===== config.mk =====
export PLATFORM = sky130hd
export DESIGN_NAME = aes_key_expander
export DESIGN_NICKNAME = d
export VERILOG_FILES = /design/src/rtl/aes_pkg.sv /design/src/rtl/aes_sbox.sv /design/src/rtl/aes_key_expander.sv
export SDC_FILE = /design/constraint.sdc
export NUM_CORES = 2
export LEC_CHECK = 0
export ABC_AREA = 1
export BUFFER_PORTS_ARGS = -buffer_cell sky130_fd_sc_hd__buf_2
export CAP_MARGIN = 20
export CORE_AREA = 2 2 593 595
export DETAILED_ROUTE_END_ITERATION = 10
export DIE_AREA = 0 0 595 597
export GPL_TIMING_DRIVEN = 0
export PLACE_DENSITY = 0.49
export RECOVER_POWER = 100
export SLEW_MARGIN = 40
export SYNTH_ARGS = -nofsm -noshare
export SYNTH_HDL_FRONTEND = slang
export SYNTH_HIERARCHICAL = 1
export SYNTH_SLANG_ARGS = --single-unit

===== constraint.sdc =====
create_clock -name clk -period 5.5 [get_ports clk]
set_input_delay 1.1 -clock clk [delete_from_list [all_inputs] [get_ports clk]]
set_output_delay 1.1 -clock clk [all_outputs]
set_load 0.02 [all_outputs]

===== src/rtl/aes_pkg.sv =====
// ---------------------------------------------------------------------------
// aes_pkg
// Shared AES-128 constants and types for the key schedule and the cipher
// datapaths.
//   NR       : number of rounds (10 for AES-128)
//   KEY_W    : cipher / round key width
//   SCHED_W  : packed width of all NR+1 round keys
//   RCON     : round constants, indexed by round number 1..10
//   kexp_state_t : key-expander FSM state encoding
//   word_t   : one 32-bit key-schedule word
// ---------------------------------------------------------------------------
package aes_pkg;

    localparam int NR      = 10;
    localparam int KEY_W   = 128;
    localparam int SCHED_W = KEY_W * (NR + 1);

    localparam logic [7:0] RCON [1:10] = '{
        8'h01, 8'h02, 8'h04, 8'h08, 8'h10,
        8'h20, 8'h40, 8'h80, 8'h1b, 8'h36
    };

    typedef enum logic [1:0] {
        IDLE,
        EXPAND,
        DONE
    } kexp_state_t;

    typedef logic [31:0] word_t;

    // Round constant lookup that stays in range for any 4-bit round count;
    // out-of-range rounds return zero.
    function automatic logic [7:0] rcon_lookup(input logic [3:0] round);
        logic [7:0] r;
        case (round)
            4'd1:    r = RCON[1];
            4'd2:    r = RCON[2];
            4'd3:    r = RCON[3];
            4'd4:    r = RCON[4];
            4'd5:    r = RCON[5];
            4'd6:    r = RCON[6];
            4'd7:    r = RCON[7];
            4'd8:    r = RCON[8];
            4'd9:    r = RCON[9];
            4'd10:   r = RCON[10];
            default: r = 8'h00;
        endcase
        return r;
    endfunction

endpackage


===== src/rtl/aes_sbox.sv =====
// ---------------------------------------------------------------------------
// aes_sbox
// Combinational forward AES S-box (FIPS-197 Fig. 7).
//   a_i : input byte
//   y_o : substituted byte
// ---------------------------------------------------------------------------
module aes_sbox (
    input  logic [7:0] a_i,
    output logic [7:0] y_o
);

    // Table packed with entry 0x00 in the top byte, so entry x lives at
    // bit offset 8*(255-x) = 8*(~x).
    localparam logic [2047:0] SBOX_TABLE = {
        128'h637c777bf26b6fc53001672bfed7ab76,
        128'hca82c97dfa5947f0add4a2af9ca472c0,
        128'hb7fd9326363ff7cc34a5e5f171d83115,
        128'h04c723c31896059a071280e2eb27b275,
        128'h09832c1a1b6e5aa0523bd6b329e32f84,
        128'h53d100ed20fcb15b6acbbe394a4c58cf,
        128'hd0efaafb434d338545f9027f503c9fa8,
        128'h51a3408f929d38f5bcb6da2110fff3d2,
        128'hcd0c13ec5f974417c4a77e3d645d1973,
        128'h60814fdc222a908846eeb814de5e0bdb,
        128'he0323a0a4906245cc2d3ac629195e479,
        128'he7c8376d8dd54ea96c56f4ea657aae08,
        128'hba78252e1ca6b4c6e8dd741f4bbd8b8a,
        128'h703eb5664803f60e613557b986c11d9e,
        128'he1f8981169d98e949b1e87e9ce5528df,
        128'h8ca1890dbfe6426841992d0fb054bb16
    };

    assign y_o = SBOX_TABLE[{~a_i, 3'b000} +: 8];

endmodule


===== src/rtl/aes_key_expander.sv =====
// ---------------------------------------------------------------------------
// aes_key_expander
// Iterative AES-128 key schedule: one round key per clock, all 11 keys held
// in decryption order on a packed bus.
//   clk        : clock, rising edge
//   rst        : synchronous active-high reset
//   start      : begin expansion of cipher_key (ignored while busy)
//   cipher_key : 128-bit key, FIPS-197 byte 0 at [127:120]
//   busy       : expansion in progress
//   key_valid  : round_keys complete and stable
//   round_keys : slot j = [128*j +: 128] holds encryption round key 10-j
// ---------------------------------------------------------------------------
module aes_key_expander
    import aes_pkg::*;
(
    input  logic                clk,
    input  logic                rst,
    input  logic                start,
    input  logic [KEY_W-1:0]    cipher_key,
    output logic                busy,
    output logic                key_valid,
    output logic [SCHED_W-1:0]  round_keys
);

    kexp_state_t          state_q;
    logic [3:0]           rcnt_q;
    logic [KEY_W-1:0]     work_q;
    logic [SCHED_W-1:0]   keys_q;
    logic                 busy_q;
    logic                 valid_q;

    // ---------------- one-round key expansion datapath ----------------
    word_t w0, w1, w2, w3;
    word_t rot_w;
    word_t sub_w;
    word_t t_w;
    word_t n0, n1, n2, n3;
    logic [KEY_W-1:0] round_key_d;

    assign w0 = work_q[127:96];
    assign w1 = work_q[95:64];
    assign w2 = work_q[63:32];
    assign w3 = work_q[31:0];

    // RotWord: {a0,a1,a2,a3} -> {a1,a2,a3,a0}
    assign rot_w = {w3[23:0], w3[31:24]};

    genvar gi;
    generate
        for (gi = 0; gi < 4; gi++) begin : g_subword
            aes_sbox u_sbox (
                .a_i (rot_w[8*gi +: 8]),
                .y_o (sub_w[8*gi +: 8])
            );
        end
    endgenerate

    assign t_w = sub_w ^ {rcon_lookup(rcnt_q), 24'h000000};
    assign n0  = w0 ^ t_w;
    assign n1  = w1 ^ n0;
    assign n2  = w2 ^ n1;
    assign n3  = w3 ^ n2;
    assign round_key_d = {n0, n1, n2, n3};

    // Slot for round rcnt is 10-rcnt; only meaningful while rcnt is 1..10.
    logic [3:0] slot_d;
    assign slot_d = 4'(NR) - rcnt_q;

    // ---------------- control FSM ----------------
    always_ff @(posedge clk) begin
        if (rst) begin
            state_q <= IDLE;
            rcnt_q  <= 4'd0;
            work_q  <= '0;
            keys_q  <= '0;
            busy_q  <= 1'b0;
            valid_q <= 1'b0;
        end else begin
            case (state_q)
                IDLE, DONE: begin
                    if (start) begin
                        keys_q[KEY_W*NR +: KEY_W] <= cipher_key;
                        work_q  <= cipher_key;
                        rcnt_q  <= 4'd1;
                        busy_q  <= 1'b1;
                        valid_q <= 1'b0;
                        state_q <= EXPAND;
                    end
                end
                EXPAND: begin
                    keys_q[KEY_W*slot_d +: KEY_W] <= round_key_d;
                    work_q <= round_key_d;
                    rcnt_q <= rcnt_q + 4'd1;
                    if (rcnt_q == 4'(NR)) begin
                        busy_q  <= 1'b0;
                        valid_q <= 1'b1;
                        state_q <= DONE;
                    end
                end
                default: begin
                    state_q <= IDLE;
                    busy_q  <= 1'b0;
                    valid_q <= 1'b0;
                end
            endcase
        end
    end

    assign busy       = busy_q;
    assign key_valid  = valid_q;
    assign round_keys = keys_q;

endmodule


==> results.toml <==
[status]
status = "complete, but fails checks"
violations = "capacitance limit, slew limit, setup timing"

[floorplanning]
ios = 1541
core_um2 = 348600
initial_core_util_pct = 20.29
dieWidth_um = 595
die_area_um2 = 355200
num_rows = 217
die_height_um = 597

[yosys]
synth_top_area_share_pct = 43.89
ys_async_sr_fraction_pct = 0
synth_top_family_by_area = "simple AND/OR/NAND/NOR gates"
synth-xor-area-share_pct = 0.7445
synthSimpleGateAreaFrac_pct = 29.34
syn_avg_cell_area_um2 = 6.972
ys_ff_latch = 1551
syn_area_um2 = 70750
synth-edff-count = 0
synth-seq-area-share_pct = 43.89
synth_cells = 10150
synthMuxAreaShare_pct = 0
yosys_warnings = 6
ys_types = 39
yosysTopAreaCell = "dfxtp_1"
synth_fa_ha_area_share_pct = 1.167
synth_compound_area_share_pct = 16.64
synth_flop_cell = "dfxtp_1"
synth_nets = 10340
synth_area_leaders = "dfxtp_1 (44%), nand2_1 (13%), nand3_1 (9.3%)"

[route]
num_vias = 89010
vias_per_cell = 5.298
wl_per_cell_um = 37.25
drt_pass1_iterations = 9
ant_nets = 0
postRouteWirelength_um = 625800
drc = 0
drtIter0Drc = 12560

[global_routing]
grt_max_degree = 17
grt_util_all_layers_pct = 33.48
overflow = 0
grt_pass1_wl_um = 795500
grt_pass1_vias = 79810
antenna_found_initial = 137

[worst_setup_path]
cp.required_ns = 6.34
ff2ff_path_depth = 21
cp.arrival_ns = 6.46
path_class = "reg2reg"
worst_setup_path_start_kind = "flop"
critPathMaxFanout = 9
end_kind = "flop"

[placed_design]
portBuffers = 1540
dp_hpwl_um = 502600
placedCellCount = 16350
gp_congestion = 1.051

[finish]
drive_above_1_share_pct = 10.08
syn2layout_area_growth_pct = 29.90
fin_nets = 12150
layout_common_cells = "nand2_1 (2346), clkbuf_1 (1801), dfxtp_1 (1544)"
n_fill_cell = 39840
final_common_cell = "nand2_1"
instances_no_fill = 16800

[clock_network]
worst_skew_pair.late_latency_ns = 0.95
cts_made_buffers = 188
path_clk_slew_ns = 0.06
cts_sinks = 1551
cts_tree = "built"
ctsHoldBuffers = 0
cts-htree-levels = 4
clockRootBuffer = "clkbuf_16"
clockBufferDepth = 4

[timing]
drv_slew = 36
tightest_slew_ns = 2.205
relSlewSlack_pct = -47.01
setup_tns_ns = -2.084
period_needed_ns = 5.617
max_freq_mhz = 178.0
fin_crit_sh_pct = 102.1
final-setup-viol-count = 33
fin_ws_ns = -0.1173
fin_worst_skew_ns = 0.08444
finalHoldViolCount = 0

[power]
power_leakage_uw = 0.03598
p_per_area_nw_per_um2 = 525.6
vdd.ir_drop.worst_mv = 0.4059

[min_path]
hp-class = "reg2reg"
whs_path_depth = 2

[flow_run]
maxCapViolations = 4
-- metrics by stage --
step,hold slack (ns),util (%),setup WS (ns),instance area [µm²],power [µW]
after floorplan,0.4473,-,2.232,70750,19480
after CTS,0.4463,26.79,0.003580,93390,47260
after detailed placement,0.4527,24.82,-1.613,86530,33620
final,0.4627,26.36,-0.1173,91900,48310
after global placement,0.4461,24.16,-3.893,84210,32120
after global routing,0.4809,26.31,-0.02773,91730,48620
-- power by group --
part           switching, µW  total (µW)  internal [µW]
logic                  18500       22800           4340
clock network           5730       13300           7560
registers                505       12200          11700
total                  24700       48300          23600
-- sequential cells by signal, indices dropped and copies added, names as in the netlist, named ones only --
register    flops
work_q        128
state_q         2
busy            1
round_keys   1408
rcnt_q          4
-- kinds of logic (layout without fill, tap and decap cells) --
group / Yosys count / after routing
other: 0 / 98
buffers and inverters: 1330 / 3288
DFF: 1551 / 1551
AOI/OAI and AO/OA: 2242 / 2242
and+or+nand+nor: 4900 / 4900
xor gates and xnor gates: 58 / 58
adders and majority gates: 66 / 66
-- cells in the mapped netlist, drive strengths merged, types with 32 or more instances --
master / n
clkbuf: 369
inv: 530
nor2: 884
ha: 66
a21oi: 1094
buf: 430
nand4: 50
a21boi: 32
a31oi: 179
nor3: 98
nand3: 1327
dfxtp: 1551
nand2: 2506
o21ai: 844
xor2: 34
a211oi: 58
-- metal layers --
metal / wire [µm] / GRT usage, % / vias to the layer above
met4: 54630 / 24.30 / 68
met2: 246200 / 46.74 / 6572
met3: 86290 / 15.16 / 1549
met1: 237900 / 40.21 / 43310
li1: - / - / 37510
met5: 766 / 0 / -
-- worst max-delay path: stages (launching register included) --
cell and delay, ns:
dfxtp_2 0.56, buf_2 0.33, inv_2 0.17, ha_1 0.45, inv_2 0.07, nand2_1 0.34
nand3_1 0.23, nand3_1 0.14, nand3_1 0.13, nand3_1 0.14, nand3_1 0.10, nand2_2 0.31
xnor2_1 0.19, nand2_1 0.11, nand2_2 0.35, inv_6 0.41, nand2_1 0.12, nand2_1 0.40
nand2_1 0.17, nand2_4 0.32, nand2_1 0.22, a21oi_1 0.19
-- worst paths after layout --
path | from | endpoint | slack (ns)
hold reg to reg | round_keys[997] | round_keys[997] | 0.46
hold / removal | round_keys[997] | round_keys[997] | 0.46
setup reg to reg | work_q[0] | round_keys[783] | -0.12
setup / recovery | work_q[0] | round_keys[783] | -0.12
-- area by class of cell --
| cell class | instances | area (µm²) | area share, % |
|---|---|---|---|
| inverter | 531 | 2145 | 2.333 |
| buffer | 799 | 3849 | 4.188 |
| antenna | 98 | 245.2 | 0.2668 |
| tap | 4599 | 5754 | 6.261 |
| sequential | 1551 | 31060 | 33.80 |
| clock buffer | 278 | 5514 | 6.000 |
| multi-input combinational | 7266 | 35020 | 38.10 |
| clock inverter | 62 | 829.5 | 0.9026 |
| timing repair buffer | 1618 | 7486 | 8.145 |
-- repair_timing --
| item | CTS | global route |
|---|---|---|
| resized for setup | 118 | 46 |
| buffers inserted | 15 | 0 |
| pin swaps | 3 | 0 |
| endpoints found under the setup margin | 587 | 246 |
Note: power is estimated with default switching activity, not from simulation.
